===== config.mk =====
export PLATFORM = sky130hd
export DESIGN_NAME = ts_channel_arbiter
export DESIGN_NICKNAME = d
export VERILOG_FILES = /design/src/rtl/ts_channel_arbiter.sv
export SDC_FILE = /design/constraint.sdc
export NUM_CORES = 1
export LEC_CHECK = 0
export ABC_AREA = 1
export CORE_ASPECT_RATIO = 1.25
export CORE_MARGIN = 2
export CORE_UTILIZATION = 35
export CTS_CLUSTER_SIZE = 24
export DETAILED_ROUTE_END_ITERATION = 10
export PLACE_DENSITY = 0.74
export RECOVER_POWER = 50
export SLEW_MARGIN = 10
export SYNTH_ARGS = -nofsm -noshare
export SYNTH_HDL_FRONTEND = slang
export SYNTH_SLANG_ARGS = --single-unit

===== constraint.sdc =====
create_clock -name clk -period 3.52 [get_ports clk]
set_clock_uncertainty 0.05 [all_clocks]
set_input_delay 0.704 -clock clk [delete_from_list [all_inputs] [get_ports clk]]
set_output_delay 0.704 -clock clk [all_outputs]
set_load 0.01 [all_outputs]

===== src/rtl/ts_channel_arbiter.sv =====
// Four-channel timestamp arbiter feeding one shared serializer; all outputs registered.
// Round-robin by default; define TS_ARB_FIXED_PRIO_EN for fixed priority (channel 0 highest).
module ts_channel_arbiter #(
    parameter int TS_WIDTH = 32
) (
    input  logic                  clk,
    input  logic                  rstn,
    input  logic [3:0]            req,
    input  logic [4*TS_WIDTH-1:0] ts_bus,
    output logic [3:0]            ack,
    output logic                  ser_load,
    output logic [TS_WIDTH+1:0]   ser_data,
    input  logic                  ser_busy,
    output logic [1:0]            grant_ch,
    output logic                  active
);
    typedef enum logic [2:0] {IDLE, LOAD, WAIT_BUSY, WAIT_DONE, ACK} state_t;

    state_t              state_reg, state_next;
    logic [3:0]          ack_reg, ack_next;
    logic                ser_load_reg, ser_load_next;
    logic [TS_WIDTH+1:0] ser_data_reg, ser_data_next;
    logic [1:0]          grant_ch_reg, grant_ch_next;
    logic                active_reg, active_next;

    logic [TS_WIDTH-1:0] ts_slice [4];
    logic [3:0]          rot_req;
    logic [1:0]          start_ch;
    logic [1:0]          offset;
    logic [1:0]          winner;
    logic                grant;

`ifdef TS_ARB_FIXED_PRIO_EN
    assign start_ch = 2'd0;
`else
    // Pointer holds the last winner; it resets to 3 so the first search begins at channel 0.
    logic [1:0] last_reg, last_next;
    assign start_ch = last_reg + 2'd1;
`endif

    generate
        for (genvar gi = 0; gi < 4; gi++) begin : g_ch
            assign ts_slice[gi] = ts_bus[gi*TS_WIDTH +: TS_WIDTH];
            assign rot_req[gi]  = req[start_ch + 2'(gi)];
        end
    endgenerate

    // Lowest set bit of the rotated request vector is the nearest channel after the pointer.
    always_comb begin
        offset = 2'd0;
        for (int i = 3; i >= 0; i--) begin
            if (rot_req[i]) begin
                offset = 2'(i);
            end
        end
    end

    assign winner = start_ch + offset;
    assign grant  = (state_reg == IDLE) && (req != 4'd0) && !ser_busy;

    always_comb begin
        state_next    = state_reg;
        ack_next      = 4'd0;
        ser_load_next = 1'b0;
        ser_data_next = ser_data_reg;
        grant_ch_next = grant_ch_reg;
`ifndef TS_ARB_FIXED_PRIO_EN
        last_next     = last_reg;
`endif
        case (state_reg)
            IDLE: begin
                if (grant) begin
                    state_next    = LOAD;
                    ser_load_next = 1'b1;
                    ser_data_next = {winner, ts_slice[winner]};
                    grant_ch_next = winner;
`ifndef TS_ARB_FIXED_PRIO_EN
                    last_next     = winner;
`endif
                end
            end
            LOAD:      state_next = WAIT_BUSY;
            WAIT_BUSY: if (ser_busy) state_next = WAIT_DONE;
            WAIT_DONE: begin
                if (!ser_busy) begin
                    state_next             = ACK;
                    ack_next[grant_ch_reg] = 1'b1;
                end
            end
            ACK:       state_next = IDLE;
            default:   state_next = IDLE;
        endcase
        active_next = (state_next != IDLE);
    end

    always_ff @(posedge clk or negedge rstn) begin
        if (!rstn) begin
            state_reg    <= IDLE;
            ack_reg      <= 4'd0;
            ser_load_reg <= 1'b0;
            ser_data_reg <= '0;
            grant_ch_reg <= 2'd0;
            active_reg   <= 1'b0;
`ifndef TS_ARB_FIXED_PRIO_EN
            last_reg     <= 2'd3;
`endif
        end else begin
            state_reg    <= state_next;
            ack_reg      <= ack_next;
            ser_load_reg <= ser_load_next;
            ser_data_reg <= ser_data_next;
            grant_ch_reg <= grant_ch_next;
            active_reg   <= active_next;
`ifndef TS_ARB_FIXED_PRIO_EN
            last_reg     <= last_next;
`endif
        end
    end

    assign ack      = ack_reg;
    assign ser_load = ser_load_reg;
    assign ser_data = ser_data_reg;
    assign grant_ch = grant_ch_reg;
    assign active   = active_reg;

endmodule

After elaboration in Yosys (flattened, before gate mapping)
Index checks and enable logic that the tools add are counted.

word-level totals
  register bits after elaboration = 47
  bits in latches = 0
  memory bits (writable) = 0
  ROM bits = 0
  bits of input ports = 135
  output and inout port bits = 42
  word-level logic and storage cells = 56
  memories = 0

operators by class
  add/sub/neg operators = 5
  multiply operators = 0
  div/mod/pow operators = 0
  $lt $le $gt $ge = 7
  equal/unequal tests = 3
  shift-type cells = 0
  muxes and demuxes = 25
  bitwise operators = 1
  reduce and logical (&&, ||, !) cells = 8

operator list
  kind                 number
  $bmux 32 s2          1
  $mux 32              2
  $lt 2x3->1 const B   5
  $pmux 3 s4           1
  $mux 3               3
  $bmux 1 s2           4
  $mux 2               4
  $mux 4               2
  $mux 1               7
  $eq 3x2->1 const B   2
  $add 2x1->2 const B  2
  $add 2x2->2 const B  2
  $reduce_bool 4->1    1
  $eq 3x1->1 const B   1
  $ge 3x3->1 const B   1
  $logic_and 1x1->1    3
  $logic_not 3->1      1
  $not 2->3            1
  $reduce_bool 3->1    1
  $add 2x2->2          1
  $demux 1 s2          1
  $ge 2x1->1 const B   1
  $reduce_and 2->1     1
  $logic_not 1->1      1

Logic depth before layout (Yosys ltp)
Gate-level depths: netlist of the first run.

  depth after elaboration = 13
  depth in mapped cells = 17
  gate-level depth less buffers = 15

Worst setup path before layout of the first run
No wires, ideal clock.

  path kind = input to register
  from = in req[3]
  to = reg ser_data_reg[17], in the netlist ser_data[17]
  library setup time = 0.117 ns
  data arrival time = 2.517 ns
  required time = 3.353 ns
  path slack = 0.836 ns
  stages on the path = 13
  path buffers = 2
  path through = inv_1 > nand2_1 > nand3_1 > nand2_2 > a31oi_1 > nor2_1 > ha_1 > buf_4 > buf_1 > mux2i_1 > nand3_1 > nand3_1 > nand2_1

between the ends
  word-level cells in the longest chain between the ends = 11
  elaborated cells on any way between the ends = 21
  classes of those cells = 1 x add/sub; 15 x mux; 1 x bitwise; 4 x reduce/logical

ends and longest elaborated chain
  item                                          RTL line  text
  start: declaration                            8         input logic [3:0] req,
  $bmux 1 s2                                    44        assign rot_req[gi] = req[start_ch + 2'(gi)];
  $mux 1 (not written as such)                  44
  $mux 2 (3 in a row)                           52        if (rot_req[i]) begin
  $mux 2 *                                      52
  $add 2x2->2 *                                 58        assign winner = start_ch + offset;
  via winner[0]                                 30        logic [1:0] winner;
  $not 2->3 (not written as such) *             75        ser_data_next = {winner, ts_slice[winner]};
  $bmux 32 s2 *                                 75
  $mux 32 (not written as such) * (2 in a row)  75
  end signal: assignment                        111       ser_data_reg <= ser_data_next;
  end: declaration                              22        logic [TS_WIDTH+1:0] ser_data_reg, ser_data_next;

Mark *: on every way through the listed nets, which the timed path passes. The rest lies on a longest branch. The select of a mux whose other input is x is not followed.
A chain may end at the register's enable or synchronous reset.

Final worst setup path of the first run
  from = in req[0]
  to = reg ser_data_reg[4], in the netlist ser_data[4]

between the ends
  word-level cells in the longest chain between the ends = 11
  elaborated cells on any way between the ends = 21
  classes of those cells = 1 x add/sub; 15 x mux; 1 x bitwise; 4 x reduce/logical

ends and longest elaborated chain
  item                                        RTL line
  $bmux 1 s2                                  44
  $mux 1 (not written as such)                44
  $mux 2 (4 in a row)                         52
  $add 2x2->2                                 58
  $not 2->3 (not written as such)             75
  $bmux 32 s2                                 75
  $mux 32 (not written as such) (2 in a row)  75

Parallel ways exist; a longest one is shown, timed or not. The select of a mux whose other input is x is not followed.

==> results.cfg, run 1 <==
[sta]
fin_crit_ns = 2.930
min_period_over_period_pct = 83.24
tightest_slew_ns = 2.426
finalSetupViolations = 0
fin_setup_tns_ns = 0
hold_viol_final = 0
whs_ns = 0.4252
fmax_ghz = 0.3413
rsz0062_at_grt = false
drv_slew = 46
max-slew-margin-rel_pct = -61.70
fin_ws_ns = 0.5900

[floorplanning]
num_rows = 39
coreArea_um2 = 9027
initial_core_util_pct = 35.40
ioPinCount = 177
dieWidth_um = 89.47
dieArea_um2 = 9915
dieHeight_um = 110.8

[synthesis]
yosysWarnings = 0
syn_avg_cell_area_um2 = 8.476
synth-seq-area-share_pct = 35.32
synth_seq_cells = 45
syn_nets = 513
synthCells = 377
yosys.cell_types.count = 30
synth_area_um2 = 3196

[worst_setup_path]
reg2reg_depth = 14
worstSetupEndpointType = register
r2r_slack_ns = 0.83
critPathArrivalTime_ns = 3.05
r2r-end = ser_data[4]
crit_fanout = 33
start_kind = input pin
r2r-start = last_reg[0]
cp_data_required_time_ns = 3.64
critical_path_class = in -> reg

[power]
vdd_drop_max_mv = 0.6304
leakagePower_uw = 0.002451
power-per-cell-area_nw_per_um2 = 1145

[grt]
grt_pass1_vias = 3365
gr-total-overflow = 0
antenna_found_initial = 0
grt_pass1_wl_um = 15200
track_usage_pct = 19.20
grt_max_degree = 46

[clocking]
cts_made_buffers = 5
post_cts_buffers = 0
cts_tree = done
clkTransAtPathRegs_ns = 0.06
insertion_delay_ns = 0.28
postCtsHoldBufs = 0
clockBufferDepth = 2
cts_root_buf = clkbuf_16
ctsResizeCount = 0
cts_sinks = 45
h-tree-depth = 2

[cells_and_area]
mostFrequentLayoutCells = clkdlybuf4s50_1, nand2_1, nand3_1
nNetsFinal = 675
layout.cells.most_common = clkdlybuf4s50_1
drive_above_1_share_pct = 12.22
stdcell_count = 663
diodes = 0
stdcell_area_um2 = 5149
largest_reg_flops = 34
area_delta_synth_final_pct = 61.12

[placement]
portBuffers = 176
gp_congestion = 0.9015
numPlacedInstances = 655
dp_slack_ns = 0.2881
placed_area_um2 = 4992
dp_hpwl_um = 7175

[worst_hold_path]
worstHoldEndpoint = ser_data[0]
hp-class = reg -> reg
min_from = ser_data[0]
hold_depth = 2

[drt]
vias = 3202
first_pass_iters = 4
wl_per_cell_um = 14.14
drc = 0
ant_nets = 0
drt_wl_total_um = 9373
via_per_inst = 4.830
drtIter0Drc = 95

[flow_run]
cap_violations = 1

[run_status]
violations = max-capacitance violations, max-slew violations
outcome = complete, but fails checks
-- power breakdown --
part	switching [uW]	internal (uW)
Sequential	152	758
Clock	187	301
Combinational	2540	1960
Total	2880	3020
-- routing by layer --
layer | up-vias | share of wire (%) | GRT usage [%]
met5 | - | 0 | 0
met4 | 0 | 1.3 | 4.080
met3 | 11 | 6.4 | 4.021
met2 | 114 | 53 | 35.46
met1 | 1506 | 40 | 22.04
li1 | 1571 | - | -
-- cells in the mapped netlist --
| master | count | area [um2] |
|---|---|---|
| buf_2 | 7 | 35.03 |
| buf_12 | 3 | 60.06 |
| mux2i_1 | 64 | 640.6 |
| clkbuf_1 | 6 | 22.52 |
| nand2_2 | 35 | 219.0 |
| dfrtp_1 | 43 | 1076 |
| o21ai_0 | 2 | 10.01 |
| nor2_1 | 5 | 18.77 |
| nor4_1 | 1 | 6.260 |
| dfstp_2 | 2 | 52.55 |
| o311ai_0 | 1 | 8.760 |
| o31ai_1 | 1 | 7.510 |
| ha_1 | 1 | 12.51 |
| o21ai_2 | 2 | 17.52 |
| nand2_8 | 2 | 40.04 |
| xor2_2 | 1 | 16.27 |
| a31oi_1 | 1 | 6.260 |
| inv_8 | 1 | 11.26 |
| inv_2 | 2 | 7.510 |
| nand3_1 | 66 | 330.3 |
| nor3_1 | 4 | 20.02 |
| buf_4 | 7 | 52.55 |
| inv_1 | 12 | 45.04 |
| buf_6 | 1 | 11.26 |
| nand2_1 | 98 | 367.9 |
| nor2_8 | 1 | 20.02 |
| nand2_4 | 4 | 45.04 |
| nand3_2 | 1 | 10.01 |
| buf_1 | 2 | 7.510 |
| nand3_4 | 1 | 17.52 |
-- cell type report --
cell class              count  area (um2)
fillers                   802        3879
clock buffers               7       152.6
well taps                 123       153.9
repair buffers            181        1818
inverters                  15       63.81
multi-input cells         291        1827
flip-flops and latches     45        1129
clock inverters             1       5.005
-- kinds of logic (layout without fill, tap and decap cells) --
family | after synthesis | count (layout) | synth area share, %
mux | 64 | 64 | 20.05
flops | 45 | 45 | 35.32
buf+inv | 41 | 204 | 7.909
simple gates | 218 | 218 | 34.26
compound gates | 7 | 7 | 1.567
fa+ha+maj | 1 | 1 | 0.3915
xor+xnor | 1 | 1 | 0.5091
-- worst max-delay path: stages --
cell and delay (ns):
clkdlybuf4s50_1 0.55, inv_1 0.07, nand2_1 0.06, nand2_1 0.05, nand2_1 0.06, nand2_1 0.07, a31oi_1 0.14, nor2_1 0.09
ha_4 0.17, xor2_2 0.23, nand3_4 0.26, nand2_8 0.37, nand2_1 0.09, nand3_1 0.08, nand2_1 0.06
-- how the worst max path moves through the flow --
stage                start           end  slack (ns)  cells past startpoint
floorplan           req[3]  ser_data[17]        0.84                     13
global placement    req[0]   ser_data[4]        0.39                     15
detailed placement  req[0]   ser_data[4]        0.29                     15
CTS                 req[0]   ser_data[4]        0.58                     15
global route          rstn  ser_data[23]        0.35                      1
finish              req[0]   ser_data[4]        0.59                     15
-- per-stage QoR --
step / util, % / total power (uW)
3_5_place_dp: 55.30 / 5496
6_report: 57.03 / 5897
2_1_floorplan: - / 4557
5_1_grt: 57.03 / 6383
4_1_cts: 57.05 / 6005
3_3_place_gp: 55.30 / 5409
(Power assumes the default switching activity.)
==> inputs of run 2 (changes only) <==
Clock period 3.52 ns to 3.08 ns, I/O delays scaled along.
==> run 2 against run 1 <==
  * The flow now finishes without violations
  * Sequential share of layout area shrank 0.39 points
  * Worst hold slack worse by 0.0047 ns
  * Sequential power increased by 13%
  * Combinational power is 19% higher
  * Routed wire length increased by 1.4%
  * Clock-buffer cell count shrank 2
==> results.cfg, run 2 (synthesized netlist as in run 1, its figures left out) <==
[run_status]
outcome = finished, final reports clean

[sta]
drv_slew = 0
tightest_slew_ns = 1.037
max-slew-margin-rel_pct = 30.83
fin_setup_tns_ns = 0
fin_crit_ns = 2.727
rsz0062_at_grt = false
hold_viol_final = 0
fmax_ghz = 0.3666
finalSetupViolations = 0
min_period_over_period_pct = 88.55

[drt]
first_pass_iters = 4
wl_per_cell_um = 14.27
via_per_inst = 4.811
drtIter0Drc = 101
vias = 3204
drc = 0
drt_wl_total_um = 9505
ant_nets = 0

[floorplanning]
coreArea_um2 = 9027
dieArea_um2 = 9915
dieWidth_um = 89.47
ioPinCount = 177
num_rows = 39
initial_core_util_pct = 35.40
dieHeight_um = 110.8

[clocking]
cts_made_buffers = 5
clkTransAtPathRegs_ns = 0.06
cts_tree = done
post_cts_buffers = 0
cts_root_buf = clkbuf_16
postCtsHoldBufs = 0
insertion_delay_ns = 0.28
ctsResizeCount = 0
cts_sinks = 45
h-tree-depth = 2
clockBufferDepth = 2

[cells_and_area]
nNetsFinal = 678
diodes = 0
area_delta_synth_final_pct = 64.06
mostFrequentLayoutCells = clkdlybuf4s50_1, nand2_1, nand3_1
drive_above_1_share_pct = 12.89
fillers = 808
largest_reg_flops = 34
layout.cells.most_common = clkdlybuf4s50_1

[worst_setup_path]
worstSetupStartpoint = req[0]
r2r-start = last_reg[0]
start_kind = input pin
cp_cell_sequence = clkdlybuf4s50_1 > inv_1 > nand2_1 > nand2_1 > nand2_1 > nand2_1 > a31oi_1 > nor2_1 > ha_4 > xor2_2 > inv_2 > nand2_8 > nand2_8 > nand2_2 > o21ai_2
critical_path_class = in -> reg
cpMostUsedCell = nand2_1
cp_slowest_cell = clkdlybuf4s50_1
crit_fanout = 33
critPathArrivalTime_ns = 2.85
critPathMaxStageDelay_ns = 0.55
cp_data_required_time_ns = 3.20
worstSetupEndpointType = register

[grt]
antenna_found_initial = 0
gr-total-overflow = 0
grt_max_degree = 46
grt_pass1_wl_um = 15260
track_usage_pct = 19.45
grt_pass1_vias = 3295

[flow_run]
cap_violations = 0

[power]
power.total_uw = 7090
leakagePower_uw = 0.002496
vdd_drop_max_mv = 0.7658
power-per-cell-area_nw_per_um2 = 1352

[placement]
portBuffers = 176
dp_hpwl_um = 7294
gp_congestion = 0.8731

[worst_hold_path]
min_from = state_reg[2]
hp-class = reg -> reg
-- run 2: cell types whose count changed in the layout (fill, tap and decap cells not counted), sizes merged --
| cell | before | now |
|---|---|---|
| buf | 5 | 9 |
| bufinv | 0 | 2 |
| clkbuf | 8 | 5 |
-- run 2: report_power, final --
part	internal, uW	switching, uW	total, uW
Combinational	2420	2950	5360
Clock	463	227	690
Sequential	866	169	1030
Total	3750	3340	7090
-- run 2: through the flow --
step,util (%),instances,hold slack (ns),setup WS [ns],area (um2)
finish,58.07,666,0.4205,0.3526,5243
global placement,55.97,658,0.3944,0.1022,5052
detailed placement,55.97,658,0.4148,0.06514,5052
floorplan,-,377,0.2704,0.4681,3196
global route,58.07,666,0.4408,0.1286,5243
CTS,58.07,666,0.4259,0.3498,5243
-- run 2: path summary, 6_finish.rpt --
check,end,slack [ns],cells past startpoint
max in group asynchronous,ack[2],1.87,1
hold reg to reg,state_reg[0],0.42,1
setup reg to reg,ser_data[33],0.50,14
hold / removal,state_reg[0],0.42,1
min in group asynchronous,ser_data[1],0.45,1
setup / recovery,ser_data[33],0.35,15
-- run 2: worst max-delay path, delay by kind of cell --
family / cells / cell delay, ns
AO/OA/AOI/OAI: 2 / 0.20
XOR/XNOR: 1 / 0.23
adder cells (fa/ha/maj): 1 / 0.17
buffers and inverters: 3 / 0.71
AND/OR/NAND/NOR: 8 / 0.92
-- run 2: layout make-up --
cell class	instances	area [um2]	area share (%)
clock inverters	3	65.06	1.241
clock buffers	5	125.1	2.387
flip-flops and latches	45	1129	21.53
inverters	15	63.81	1.217
repair buffers	184	1879	35.85
well taps	123	153.9	2.936
multi-input cells	291	1827	34.84
-- run 2: layer usage --
layer	up-vias	GRT usage, %	wire length, um	share of wire, %
met2	115	34.72	4961	52
li1	1583	-	-	-
met1	1494	23.14	3733	39
met4	0	4.577	167	1.8
met3	12	4.319	642	6.8
met5	-	0	0	0
